===== config.mk =====
export PLATFORM = sky130hd
export DESIGN_NAME = regfile_dump_reader
export DESIGN_NICKNAME = d
export VERILOG_FILES = /design/src/rtl/regfile_dump_reader.sv
export SDC_FILE = /design/constraint.sdc
export NUM_CORES = 1
export LEC_CHECK = 0
export CAP_MARGIN = 20
export CORE_MARGIN = 2
export CORE_UTILIZATION = 42
export DETAILED_ROUTE_END_ITERATION = 8
export GPL_TIMING_DRIVEN = 0
export PLACE_DENSITY_LB_ADDON = 0.12
export SYNTH_ARGS = -nofsm -noshare
export SYNTH_HDL_FRONTEND = slang
export SYNTH_SLANG_ARGS = --single-unit

===== constraint.sdc =====
create_clock -name clk -period 2.53 [get_ports clk]
set_input_delay 0.759 -clock clk [delete_from_list [all_inputs] [get_ports clk]]
set_output_delay 0.759 -clock clk [all_outputs]
set_load 0.005 [all_outputs]

===== src/rtl/regfile_dump_reader.sv =====
// Walks register-file addresses 0..NUM_REGS-1 and streams each word with its address over valid/ready.
// Optional trailing XOR checksum word enabled by defining REGDUMP_CHECKSUM_EN.
module regfile_dump_reader #(
    parameter int DATA_W   = 32,
    parameter int ADDR_W   = 5,
    parameter int NUM_REGS = 32
) (
    input  logic              clk,
    input  logic              reset,
    input  logic              start,
    input  logic              abort,
    output logic [ADDR_W-1:0] rf_raddr,
    input  logic [DATA_W-1:0] rf_rdata,
    output logic              out_valid,
    input  logic              out_ready,
    output logic [DATA_W-1:0] out_data,
    output logic [ADDR_W-1:0] out_addr,
    output logic              busy,
    output logic              done
);

`ifdef REGDUMP_CHECKSUM_EN
    typedef enum logic [2:0] {S_IDLE, S_ADDR, S_SEND, S_CSUM, S_DONE} state_t;
`else
    typedef enum logic [2:0] {S_IDLE, S_ADDR, S_SEND, S_DONE} state_t;
`endif

    localparam logic [ADDR_W-1:0] LAST_IDX = ADDR_W'(NUM_REGS - 1);

    state_t              state_q, state_d;
    logic [ADDR_W-1:0]   idx_q, idx_d;
    logic [ADDR_W-1:0]   raddr_q, raddr_d;
    logic [DATA_W-1:0]   data_q, data_d;
    logic [ADDR_W-1:0]   addr_q, addr_d;
    logic                valid_q, valid_d;
`ifdef REGDUMP_CHECKSUM_EN
    logic [DATA_W-1:0]   csum_q, csum_d;
`endif

    always_ff @(posedge clk or posedge reset) begin
        if (reset) begin
            state_q <= S_IDLE;
            idx_q   <= '0;
            raddr_q <= '0;
            data_q  <= '0;
            addr_q  <= '0;
            valid_q <= 1'b0;
`ifdef REGDUMP_CHECKSUM_EN
            csum_q  <= '0;
`endif
        end else begin
            state_q <= state_d;
            idx_q   <= idx_d;
            raddr_q <= raddr_d;
            data_q  <= data_d;
            addr_q  <= addr_d;
            valid_q <= valid_d;
`ifdef REGDUMP_CHECKSUM_EN
            csum_q  <= csum_d;
`endif
        end
    end

    always_comb begin
        state_d = state_q;
        idx_d   = idx_q;
        raddr_d = raddr_q;
        data_d  = data_q;
        addr_d  = addr_q;
        valid_d = valid_q;
`ifdef REGDUMP_CHECKSUM_EN
        csum_d  = csum_q;
`endif
        busy    = (state_q != S_IDLE);
        done    = (state_q == S_DONE);

        // abort outranks any accept; read address and output payload keep their last values
        if (state_q != S_IDLE && abort) begin
            state_d = S_IDLE;
            valid_d = 1'b0;
        end else begin
            case (state_q)
                S_IDLE: begin
                    if (start) begin
                        state_d = S_ADDR;
                        idx_d   = '0;
                        raddr_d = '0;
`ifdef REGDUMP_CHECKSUM_EN
                        csum_d  = '0;
`endif
                    end
                end
                S_ADDR: begin
                    data_d  = rf_rdata;
                    addr_d  = idx_q;
                    valid_d = 1'b1;
                    state_d = S_SEND;
                end
                S_SEND: begin
                    if (valid_q && out_ready) begin
                        valid_d = 1'b0;
`ifdef REGDUMP_CHECKSUM_EN
                        csum_d  = csum_q ^ data_q;
`endif
                        if (idx_q == LAST_IDX) begin
`ifdef REGDUMP_CHECKSUM_EN
                            state_d = S_CSUM;
`else
                            state_d = S_DONE;
`endif
                        end else begin
                            idx_d   = idx_q + ADDR_W'(1);
                            raddr_d = idx_q + ADDR_W'(1);
                            state_d = S_ADDR;
                        end
                    end
                end
`ifdef REGDUMP_CHECKSUM_EN
                // first CSUM cycle loads the word, mirroring ADDR; then hold until accepted
                S_CSUM: begin
                    if (!valid_q) begin
                        data_d  = csum_q;
                        addr_d  = '1;
                        valid_d = 1'b1;
                    end else if (out_ready) begin
                        valid_d = 1'b0;
                        state_d = S_DONE;
                    end
                end
`endif
                S_DONE: begin
                    state_d = S_IDLE;
                end
                default: begin
                    state_d = S_IDLE;
                    valid_d = 1'b0;
                end
            endcase
        end
    end

    assign rf_raddr  = raddr_q;
    assign out_valid = valid_q;
    assign out_data  = data_q;
    assign out_addr  = addr_q;

endmodule


Word level (Yosys, flattened, before mapping)
Cells that the tools add are included.
{"block": "word_totals", "word_cells": 39, "out_inout_bits": 45, "in_bits": 37, "ff_bits": 46}
{"block": "op_classes", "eq_ne": 10, "bitwise": 1, "n_addsub": 1, "reduce_logical": 10, "mux": 12}
{"op": "5-bit 2-to-1 mux", "count": 3}
{"op": "5-bit one-hot mux with 2 select lines", "count": 1}
{"op": "3-bit 2-to-1 mux", "count": 3}
{"op": "3-bit one-hot mux with 3 select lines", "count": 1}
{"op": "3-bit by 2-bit equality test with 1-bit output (second input constant)", "count": 2}
{"op": "2-bit inequality test (second input constant)", "count": 3}
{"op": "3-bit inequality test (second input constant)", "count": 2}
{"op": "2-bit AND reduction", "count": 3}
{"op": "5-bit by 1-bit adder with 5-bit output (second input constant)", "count": 1}
{"op": "5-bit equality test (second input constant)", "count": 1}
{"op": "5-bit AND reduction", "count": 1}
{"op": "3-bit by 1-bit equality test with 1-bit output (second input constant)", "count": 1}
{"op": "3-bit zero test", "count": 1}
{"op": "1-bit one-hot mux with 3 select lines", "count": 1}
{"op": "3-bit nonzero test", "count": 1}
{"op": "1-bit logical AND", "count": 2}
{"op": "1-bit 2-to-1 mux", "count": 2}
{"op": "2-bit 2-to-1 mux", "count": 1}
{"op": "2-bit by 1-bit inequality test with 1-bit output (second input constant)", "count": 1}
{"op": "2-bit nonzero test", "count": 1}
{"op": "2-bit OR reduction", "count": 1}
{"op": "1-bit inverter", "count": 1}

Logic depth before layout (Yosys ltp)
{"block": "depth", "depth_word": 5, "ltp_mapped": 6, "mapped_depth_nobuf": 6}

Worst setup path after synthesis
No wires, ideal clock.
{"block": "synth_path", "path_type": "register -> register", "startpoint": "register rf_raddr[0] (netlist name)", "endpoint": "register raddr_q[0] (netlist: rf_raddr[0])", "t_required_ns": 2.405, "slack_ns": 0.721, "setup_ns": 0.125, "path_stages_with_launch": 7, "synth_period_minus_slack_ns": 1.809, "path_buffers": 0, "arrival_time_ns": 1.684, "cell_sequence": "dfrtp_1 > ha_1 > and3_1 > ha_1 > nand3b_1 > a22o_1 > mux2_4"}
{"element": "end signal, assigned", "line": "54", "source": "raddr_q <= raddr_d;"}
{"element": "end, declared", "line": "32", "source": "logic [ADDR_W-1:0] raddr_q, raddr_d;"}

Final worst setup path
{"block": "layout_path", "startpoint": "register state_q[1]", "endpoint": "output busy"}
{"block": "layout_between", "elab_chain_cells": 1}
{"element": "start, declared", "line": "30", "source": "state_t state_q, state_d;"}
{"element": "start signal, assigned", "line": "52", "source": "state_q <= state_d;"}
{"element": "3-bit nonzero test", "line": "74", "source": "busy = (state_q != S_IDLE);"}
{"element": "end, declared", "line": "18", "source": "output logic busy,"}
Every way passes these cells.

==> flow_summary.ini <==
[finish]
antenna_cells = 0
drive_above_1_share_pct = 23.14
synthToLayoutAreaGrowth_pct = 48.73
fin_nets = 271
fill_cells = 333

[clock_tree]
cts_max_level = 2
clk_pin_slew_worst_paths_ns = 0.08
cts_tree = built
postCtsSetupBuffers = 0
cts_resized = 0
clkLatencyLatePin_ns = 0.28
cts.sinks = 45
max-clock-path-buffers = 2
cts.root.buffer_cell = clkbuf_8
numCtsBuffers = 5
holdBufCountCts = 0

[yosys]
synth_edf_count = 0
syn-num-nets = 183
ys_seq_area_share_pct = 57.11
yosys.area.top_type = dfrtp_1
syn_area_per_cell_um2 = 14.08
ys_warn_count = 0
syn-cell-area_um2 = 1972
synth_cells = 140
synth_cell_types = 33
synth.most_common_cell = dfrtp_1
netlist_top_cells_count = 45 x dfrtp_1, 35 x mux2_2, 9 x inv_1
ys.flop_type = dfrtp_1
synth_seq_cells = 45
synth_top_area_share_pct = 57.11
synthTopCellsByArea = dfrtp_1 57%, mux2_2 20%, ha_1 3.8%
synthArstFlopShare_pct = 100.0

[job]
cap_violations = 0

[route]
via_per_inst = 5.114
drc = 0
dr.first_iter.drc_count = 44
drt-total-wl_um = 4143
dr.pass1.iters = 4
wire_per_inst_um = 14.74
ant_nets = 0
vias = 1437

[global_routing]
grt_util_met1_pct = 21.53
grt_pass1_vias = 1495
grt_max_degree = 46
use_met2_pct = 27.47
overflow = 0
grt_use_met3_pct = 4.028
antenna_found_initial = 0
track_usage_pct = 16.54
grt_pass1_wl_um = 6858
grt.busiest_layer = met2

[setup_path]
critical_path.max_fanout = 8
worst_setup_path_start_kind = flop
critical_path.top_delay_family = buffers and inverters
cp-end-kind = output port
critPathSlowestCell = clkdlybuf4s50_1
worstSetupPathType = flop to output port
cp_common_cell = inv_1
r2r_slack_ns = 0.53
critPathArrivalTime_ns = 1.65
path_buf_inv = 3
crit_required_ns = 1.77
slowest_delay_ns = 0.49
crit_chain = inv_1 > ha_1 > inv_1 > clkdlybuf4s50_1

[floorplanning]
core_area_um2 = 4444
die_w_um = 72.52
fp.dieArea_um2 = 5259
start_util_pct = 44.37
die_h_um = 72.52
num_io_pins = 82
rows = 24

[power_and_ir_drop]
p_leak_uw = 0.001247
clkPwrFrac_pct = 14.0
p_per_area_nw_per_um2 = 1020
p_int_uw = 2146
switching_share_pct = 28.29
pwr-share-comb_pct = 47.2
pwr-share-seq_pct = 38.8
vdd_drop_max_mv = 0.5865
p_sw_uw = 846.6

[sta]
fmax_mhz = 415.8
period_share_pct = 95.06
worst_slew_pin_slew_ns = 0.9141
fin_worst_skew_ns = 0.002684
final-max-slew-violation-count = 0
fin_ws_ns = 0.1249
rsz0062_at_grt = false
maxSlewHeadroom_pct = 38.97
fin_crit_ns = 2.405
hold_violations = 0
setup_viol = 0
fin_tns_setup_ns = 0

[worst_hold_path]
hp-class = flop to flop

[placed_design]
place_congestion = 0.8098
place_ws_ns = 0.1863
portBuffers = 81
hpwl_um = 3140

[run_status]
status = finished, final reports clean
## flip-flops by register name, summed over array words and instances (netlist names)
signal,cells
out_data,32
state_q,2
out_valid,1
out_addr,5
rf_raddr,5
## worst paths after layout
| check | startpoint | endpoint | cells after the start |
|---|---|---|---|
| worst max-delay path | state_q[1] | busy | 4 |
| worst min-delay path | out_addr[4] | out_addr[4] | 1 |
| worst max register to register | rf_raddr[0] | rf_raddr[0] | 6 |
| worst min register to register | out_addr[4] | out_addr[4] | 1 |
| max in group asynchronous | reset | state_q[0] | 2 |
| min in group asynchronous | reset | out_data[4] | 2 |
## kinds of logic after synthesis
group | Yosys count | synth area share [%]
and+or+nand+nor | 16 | 4.887
buffers and inverters | 13 | 3.616
muxes | 38 | 21.89
AOI/OAI and AO/OA | 22 | 8.693
adders and majority gates | 6 | 3.807
DFF | 45 | 57.11
## power by group through the flow
stage	Clock (uW)	Combinational, uW	Sequential (uW)
floorplan	0	656	1190
global placement	0	1400	1160
detailed placement	0	1430	1180
CTS	437	1440	1170
global route	467	1530	1210
finish	418	1410	1160
## routing by layer
layer  part of all wire (%)  vias up
met5                      0        -
met4                   0.75        0
met3                    6.9        4
met2                     49       61
met1                     44      694
li1                       -      678
## final cells by class
type	count	area, um^2	share of cell area (%)
Multi-Input combinational cell	82	774.5	26.41
Clock inverter	1	7.507	0.2560
Inverter	9	33.78	1.152
Buffer	4	37.54	1.280
Sequential cell	45	1127	38.44
Tap cell	52	65.06	2.218
Clock buffer	7	76.32	2.602
Timing Repair Buffer	81	810.8	27.65
## through the flow
stage	cell area (um^2)	hold WS (ns)	utilization (%)	std cells	total power [uW]
after floorplan	1972	0.4889	-	140	1843
after global placement	2848	0.4726	64.08	273	2557
after detailed placement	2848	0.4864	64.08	273	2611
after CTS	2932	0.5064	65.96	281	3040
after global routing	2933	0.5270	65.99	281	3210
final	2933	0.4995	65.99	281	2992
## placed cells by master, fill, tap and decap left out, types with 2 or more instances in the layout
cell,count
ha_1,6
o22ai_1,2
mux2_2,35
and3_1,2
clkbuf_8,5
clkbuf_1,3
buf_6,3
nor2_1,2
a22o_1,3
inv_1,8
nand2_1,3
nor2b_1,2
a21oi_1,2
o21ai_0,5
mux2_1,2
clkdlybuf4s50_1,81
dfrtp_1,44
## worst register-to-register path, delay by kind of cell, from the launching register on
kind | cells | cell delay [ns]
mux | 1 | 0.27
simple gates | 2 | 0.42
fa+ha+maj | 2 | 0.51
compound gates | 1 | 0.25
flops | 1 | 0.45
Note: power is estimated with default switching activity, not from simulation.
